<file path="src/rtl/sr_pulse_debouncer_pkg.sv">
// Shared definitions for the R-S latch push-button front end.
//
// Contents:
//   DEFAULT_DEBOUNCE_CYCLES : default stable-time requirement in clk cycles
//   DEFAULT_SYNC_STAGES     : default synchroniser depth
//   clog2()                 : ceiling log2, used to size the debounce counter
package sr_pulse_debouncer_pkg;

  localparam int unsigned DEFAULT_DEBOUNCE_CYCLES = 4;
  localparam int unsigned DEFAULT_SYNC_STAGES     = 2;

  // Ceiling log2 for elaboration-time sizing; clog2(5) = 3, clog2(4) = 2.
  function automatic int unsigned clog2(input int unsigned value);
    int unsigned result;
    int unsigned span;
    result = 0;
    span   = 1;
    while (span < value) begin
      span   = span << 1;
      result = result + 1;
    end
    return result;
  endfunction

endpackage

</file>
<file path="src/rtl/debounce_channel.sv">
// One push-button channel: synchroniser, debounce counter, stable level and
// press (rising edge of the stable level) detection.
//
// Ports:
//   clk     : system clock, all state on the rising edge
//   reset   : synchronous active-high reset, clears every flop
//   btn_i   : raw asynchronous button, active-high
//   level_o : debounced (stable) level
//   rise_o  : combinational; high when the coming edge flips stable 0 -> 1.
//             The parent registers it so the strobe lines up with the flip.
module debounce_channel
  import sr_pulse_debouncer_pkg::*;
#(
  parameter int unsigned DEBOUNCE_CYCLES = DEFAULT_DEBOUNCE_CYCLES,  // 1..65535
  parameter int unsigned SYNC_STAGES     = DEFAULT_SYNC_STAGES       // 2..3
) (
  input  logic clk,
  input  logic reset,
  input  logic btn_i,
  output logic level_o,
  output logic rise_o
);

  localparam int unsigned           CNT_W    = clog2(DEBOUNCE_CYCLES + 1);
  localparam logic [CNT_W-1:0]      CNT_LAST = CNT_W'(DEBOUNCE_CYCLES - 1);

  logic [SYNC_STAGES-1:0] sync_q, sync_d;
  logic [CNT_W-1:0]       cnt_q, cnt_d;
  logic                   stable_q, stable_d;
  logic                   sync;

  assign sync = sync_q[SYNC_STAGES-1];

  always_comb begin
    // NOTE: every combinational output gets a default before any branch;
    // a path that leaves one unassigned would infer a latch.
    sync_d   = {sync_q[SYNC_STAGES-2:0], btn_i};
    cnt_d    = '0;
    stable_d = stable_q;
    if (sync != stable_q) begin
      // The D-th consecutive differing edge flips the level. The counter
      // only advances below CNT_LAST, so it saturates instead of wrapping.
      if (cnt_q >= CNT_LAST) begin
        stable_d = sync;
      end else begin
        cnt_d = cnt_q + 1'b1;
      end
    end
  end

  assign rise_o  = stable_d & ~stable_q;
  assign level_o = stable_q;

  // NOTE: sequential state uses non-blocking assignments so every flop
  // samples the pre-edge value of its neighbours.
  always_ff @(posedge clk) begin
    // NOTE: the synchroniser flops are reset too, so a button held through
    // reset is seen as a fresh press once reset drops.
    if (reset) begin
      sync_q   <= '0;
      cnt_q    <= '0;
      stable_q <= 1'b0;
    end else begin
      sync_q   <= sync_d;
      cnt_q    <= cnt_d;
      stable_q <= stable_d;
    end
  end

endmodule

</file>
<file path="src/rtl/sr_pulse_debouncer.sv">
// Front end for the board's R-S latch: debounces btn_set / btn_reset and
// turns their presses into clean one-cycle S / R strobes, keeps a clocked
// reference copy of the latch state and flags simultaneous S+R requests.
//
// Ports:
//   clk         : system clock
//   reset       : synchronous active-high reset
//   btn_set     : raw set button (async, active-high)
//   btn_reset   : raw reset button (async, active-high)
//   s_pulse     : one-cycle strobe on a debounced set press (latch S)
//   r_pulse     : one-cycle strobe on a debounced reset press (latch R)
//   set_level   : debounced btn_set level
//   reset_level : debounced btn_reset level
//   q           : reference latch state, follows the strobes one edge later
//   conflict    : one-cycle flag, both presses resolved on the same edge
module sr_pulse_debouncer
  import sr_pulse_debouncer_pkg::*;
#(
  parameter int unsigned DEBOUNCE_CYCLES = DEFAULT_DEBOUNCE_CYCLES,
  parameter int unsigned SYNC_STAGES     = DEFAULT_SYNC_STAGES
) (
  input  logic clk,
  input  logic reset,
  input  logic btn_set,
  input  logic btn_reset,
  output logic s_pulse,
  output logic r_pulse,
  output logic set_level,
  output logic reset_level,
  output logic q,
  output logic conflict
);

  logic set_rise, reset_rise;
  logic s_pulse_q, s_pulse_d;
  logic r_pulse_q, r_pulse_d;
  logic conflict_q, conflict_d;
  logic q_q, q_d;

  debounce_channel #(
    .DEBOUNCE_CYCLES (DEBOUNCE_CYCLES),
    .SYNC_STAGES     (SYNC_STAGES)
  ) u_set_chan (
    .clk     (clk),
    .reset   (reset),
    .btn_i   (btn_set),
    .level_o (set_level),
    .rise_o  (set_rise)
  );

  debounce_channel #(
    .DEBOUNCE_CYCLES (DEBOUNCE_CYCLES),
    .SYNC_STAGES     (SYNC_STAGES)
  ) u_reset_chan (
    .clk     (clk),
    .reset   (reset),
    .btn_i   (btn_reset),
    .level_o (reset_level),
    .rise_o  (reset_rise)
  );

  // Presses resolving on the same edge cancel each other and raise
  // conflict instead, so S and R can never be strobed together.
  always_comb begin
    s_pulse_d  = set_rise & ~reset_rise;
    r_pulse_d  = reset_rise & ~set_rise;
    conflict_d = set_rise & reset_rise;
    q_d        = q_q;
    if (s_pulse_q) begin
      q_d = 1'b1;
    end else if (r_pulse_q) begin
      q_d = 1'b0;
    end
  end

  always_ff @(posedge clk) begin
    if (reset) begin
      s_pulse_q  <= 1'b0;
      r_pulse_q  <= 1'b0;
      conflict_q <= 1'b0;
      q_q        <= 1'b0;
    end else begin
      s_pulse_q  <= s_pulse_d;
      r_pulse_q  <= r_pulse_d;
      conflict_q <= conflict_d;
      q_q        <= q_d;
    end
  end

  assign s_pulse  = s_pulse_q;
  assign r_pulse  = r_pulse_q;
  assign conflict = conflict_q;
  assign q        = q_q;

endmodule

</file>
<file path="config.mk">
export PLATFORM = sky130hd
export DESIGN_NAME = sr_pulse_debouncer
export DESIGN_NICKNAME = d
export VERILOG_FILES = /design/src/rtl/sr_pulse_debouncer_pkg.sv /design/src/rtl/debounce_channel.sv /design/src/rtl/sr_pulse_debouncer.sv
export SDC_FILE = /design/constraint.sdc
export NUM_CORES = 1
export LEC_CHECK = 0
export ABC_AREA = 1
export BUFFER_PORTS_ARGS = -buffer_cell sky130_fd_sc_hd__buf_2
export CAP_MARGIN = 10
export CORE_AREA = 4 4 41 43
export CTS_CLUSTER_SIZE = 30
export DETAILED_ROUTE_END_ITERATION = 8
export DIE_AREA = 0 0 45 47
export GPL_ROUTABILITY_DRIVEN = 0
export MAX_ROUTING_LAYER = met4
export PLACE_DENSITY = 0.76
export REMOVE_ABC_BUFFERS = 1
export SLEW_MARGIN = 30
export SYNTH_ARGS = -nofsm -noshare
export SYNTH_HDL_FRONTEND = slang
export SYNTH_SLANG_ARGS = --single-unit
export TNS_END_PERCENT = 50
</file>
<file path="constraint.sdc">
create_clock -name clk -period 2.7 [get_ports clk]
set_clock_uncertainty 0.05 [all_clocks]
set_input_delay 0 -clock clk [delete_from_list [all_inputs] [get_ports clk]]
set_output_delay 0 -clock clk [all_outputs]
set_load 0.01 [all_outputs]
</file>
==> summary.md <==
| Metric | Value |
|---|---|
| Commonest cells after routing, fill and taps aside | `dfxtp_1, inv_1, nor2_1, buf_2, nand2_1` |
| Synth warnings | `0` |
| Largest net degree at the start of global routing | `9` |
| Post-synth top area cell | `dfxtp_1` |
| Share of layout cells above drive strength 1 | `27.0%` |
| Kind of critical path | `reg -> reg` |
| Number of remaining DRC errors | `0` |
| RR Startpoint | `u_set_chan.cnt_q[0]` |
| CTS buffer count | `3` |
| Worst Max-Slew Pin Slew | `0.189 ns` |
| Fin cells | `104` |
| RSZ-0062 raised after global routing | `false` |
| Cell variety after synth | `17` |
| Gates resized, CTS repair | `0` |
| Row Count | `13` |
| Worst r2r path cells | `7` |
| Die Y | `47 um` |
| Final wirelength | `923 um` |
| Type of origin of the critical path | `register` |
| Max-cap violations | `0` |
| Most common cell after layout, fill and taps aside | `dfxtp_1` |
| Synth area leaders | `dfxtp_1, ha_1, inv_1` |
| Via count | `484` |
| WHS Path Cells | `2` |
| Hold endpoint | `u_set_chan.sync_q[1]` |
| Synth Cell Area | `647 sq um` |
| Routed length per placed instance | `8.88 um` |
| Die width | `45 um` |
| First-pass GRT wire length | `1660 um` |
| Syn_area_per_cell | `8.86 sq um` |
| Die area | `0.00212 sq mm` |
| Leak | `0.357 nW` |
| Aggregate global routing overflow | `0` |
| CP max FO | `5` |
| Vias in the first global route | `431` |
| First DRT Iteration DRCs | `7` |
| Initial antenna violation count | `0` |
| Final setup vio count | `0` |
| Class of the worst hold path | `reg -> reg` |
| Hold_buf cts | `5` |
| Post-synth top area share | `49.5%` |
| Post-DP HPWL | `687 um` |
| Worst VDD drop | `0.266 mV` |
| Core ar. | `0.00130 sq mm` |
| Setup repair bufs after CTS | `0` |
| Cell area after placement | `699 sq um` |
| Syn Inst Count | `73` |
| TritonCTS clock tree | `built` |
| Via-to-Cell Ratio | `4.65` |
| CTS Buffer Depth | `2` |
| Reg2reg setup slack | `1.44 ns` |
| FF+latch count, synth | `16` |
| Placed cell count | `96` |
| Root Buffer | `clkbuf_4` |
| Crit path arrival time | `1.43 ns` |
| TritonRoute pass-1 iters | `3` |
| Reg-to-Reg End | `r_pulse` |
| GRT Total Usage | `11.5%` |
| Worst skew pair latency | `0.27 ns` |
| Antenna cells | `0` |
| Initial Utilization | `49.7%` |
| Setup TNS | `0 ns` |
| H-tree depth | `1` |
| Critical path cell sequence | `ha_1 -> ha_1 -> nor2_2 -> nand2_2 -> nand2_1 -> nor2_1 -> nor2_1` |
| Port buffer count | `9` |
| Slew HR | `87.4%` |
| Crit-path max cell delay | `0.34 ns` |
| Endpoint class of the critical path | `register` |
| CP max-delay cell | `dfxtp_1` |
| Min-delay src | `u_set_chan.sync_q[0]` |
| Fin util | `59.3%` |
| PD cells | `487 mW/mm^2` |
| IO Count | `10` |
| Hold Fails Final Rpt | `0` |
| Outcome | `finished clean` |
| Period utilization | `46.7%` |
| Slew Viols, Final | `0` |
| Remaining antenna violation count | `0` |
| Min Tclk post-route | `1.26 ns` |
| Crit path required time | `2.87 ns` |
| Area Overhead vs Synth | `19.3%` |
| Final instance area | `772 sq um` |
| Total clock sinks | `16` |
| Fin nets | `99` |
| Post-synthesis sequential area ratio | `49.5%` |
| FMAX | `793 MHz` |
| Worst-path clk slew | `0.08 ns` |
-- flip-flops by register name, indices dropped and copies added (netlist names) --
name                  flops
conflict                  1
q                         1
r_pulse                   1
s_pulse                   1
u_reset_chan.cnt_q        3
u_reset_chan.level_o      1
u_reset_chan.sync_q       2
u_set_chan.cnt_q          3
u_set_chan.level_o        1
u_set_chan.sync_q         2
-- cell families after synthesis --
kind of cell | share of synthesized area (%)
adder cells (fa/ha/maj) | 7.74
flip-flops | 49.5
AND/OR/NAND/NOR | 30.6
AO/OA/AOI/OAI | 2.32
buffers and inverters | 9.86
-- critical path: cells and delay by family (launching register included) --
family / cells / cell delay, ns
flops: 1 / 0.34
fa+ha+maj: 2 / 0.38
simple gates: 5 / 0.43
-- stage by stage --
stage	total power, W	setup slack [ns]	hold slack [ns]
floorplan	0.000254	1.52	0.0191
global placement	0.000258	1.47	0.150
detailed placement	0.000259	1.46	0.156
CTS	0.000383	1.44	0.359
global route	0.000394	1.36	0.380
finish	0.000376	1.44	0.356
-- final cells by class --
type                            instances  area (sq um)
Fill cell                             108           529
Sequential cell                        16           320
Multi-Input combinational cell         42           263
Timing Repair Buffer                   14          95.1
Inverter                               14          52.6
Clock buffer                            3          22.5
Tap cell                               15          18.8
-- synth_stat cells, drive strengths merged --
| library cell | number |
|---|---|
| nor3 | 6 |
| dfxtp | 16 |
| nor2 | 12 |
| inv | 14 |
| buf | 1 |
| a21oi | 3 |
| nand4 | 2 |
| ha | 4 |
| nand2 | 10 |
| nand3 | 5 |
-- per-layer routing --
layer	global-route usage (%)	routed length [um]	share of wire [%]
met1	11.9	422	46
met2	18.4	432	47
met4	7.02	12	1.3
met3	4.60	55	6.0
met5	-	0	0
-- report_power, final --
| group | switching [W] | internal, W | leakage [nW] |
|---|---|---|---|
| Combinational | 0.00000747 | 0.00000891 | 0.214 |
| Clock | 0.0000659 | 0.0000516 | 0.0138 |
| Sequential | 0.00000258 | 0.000239 | 0.130 |
| Total | 0.0000760 | 0.000300 | 0.357 |
-- worst max path at each step --
stage                to                  start
6_report        r_pulse    u_set_chan.cnt_q[0]
5_1_grt         r_pulse    u_set_chan.cnt_q[0]
4_1_cts         s_pulse  u_reset_chan.cnt_q[0]
3_5_place_dp   conflict    u_set_chan.cnt_q[0]
3_3_place_gp    s_pulse  u_reset_chan.cnt_q[0]
2_1_floorplan   s_pulse  u_reset_chan.cnt_q[0]
Power figures use the tool's default switching activity.
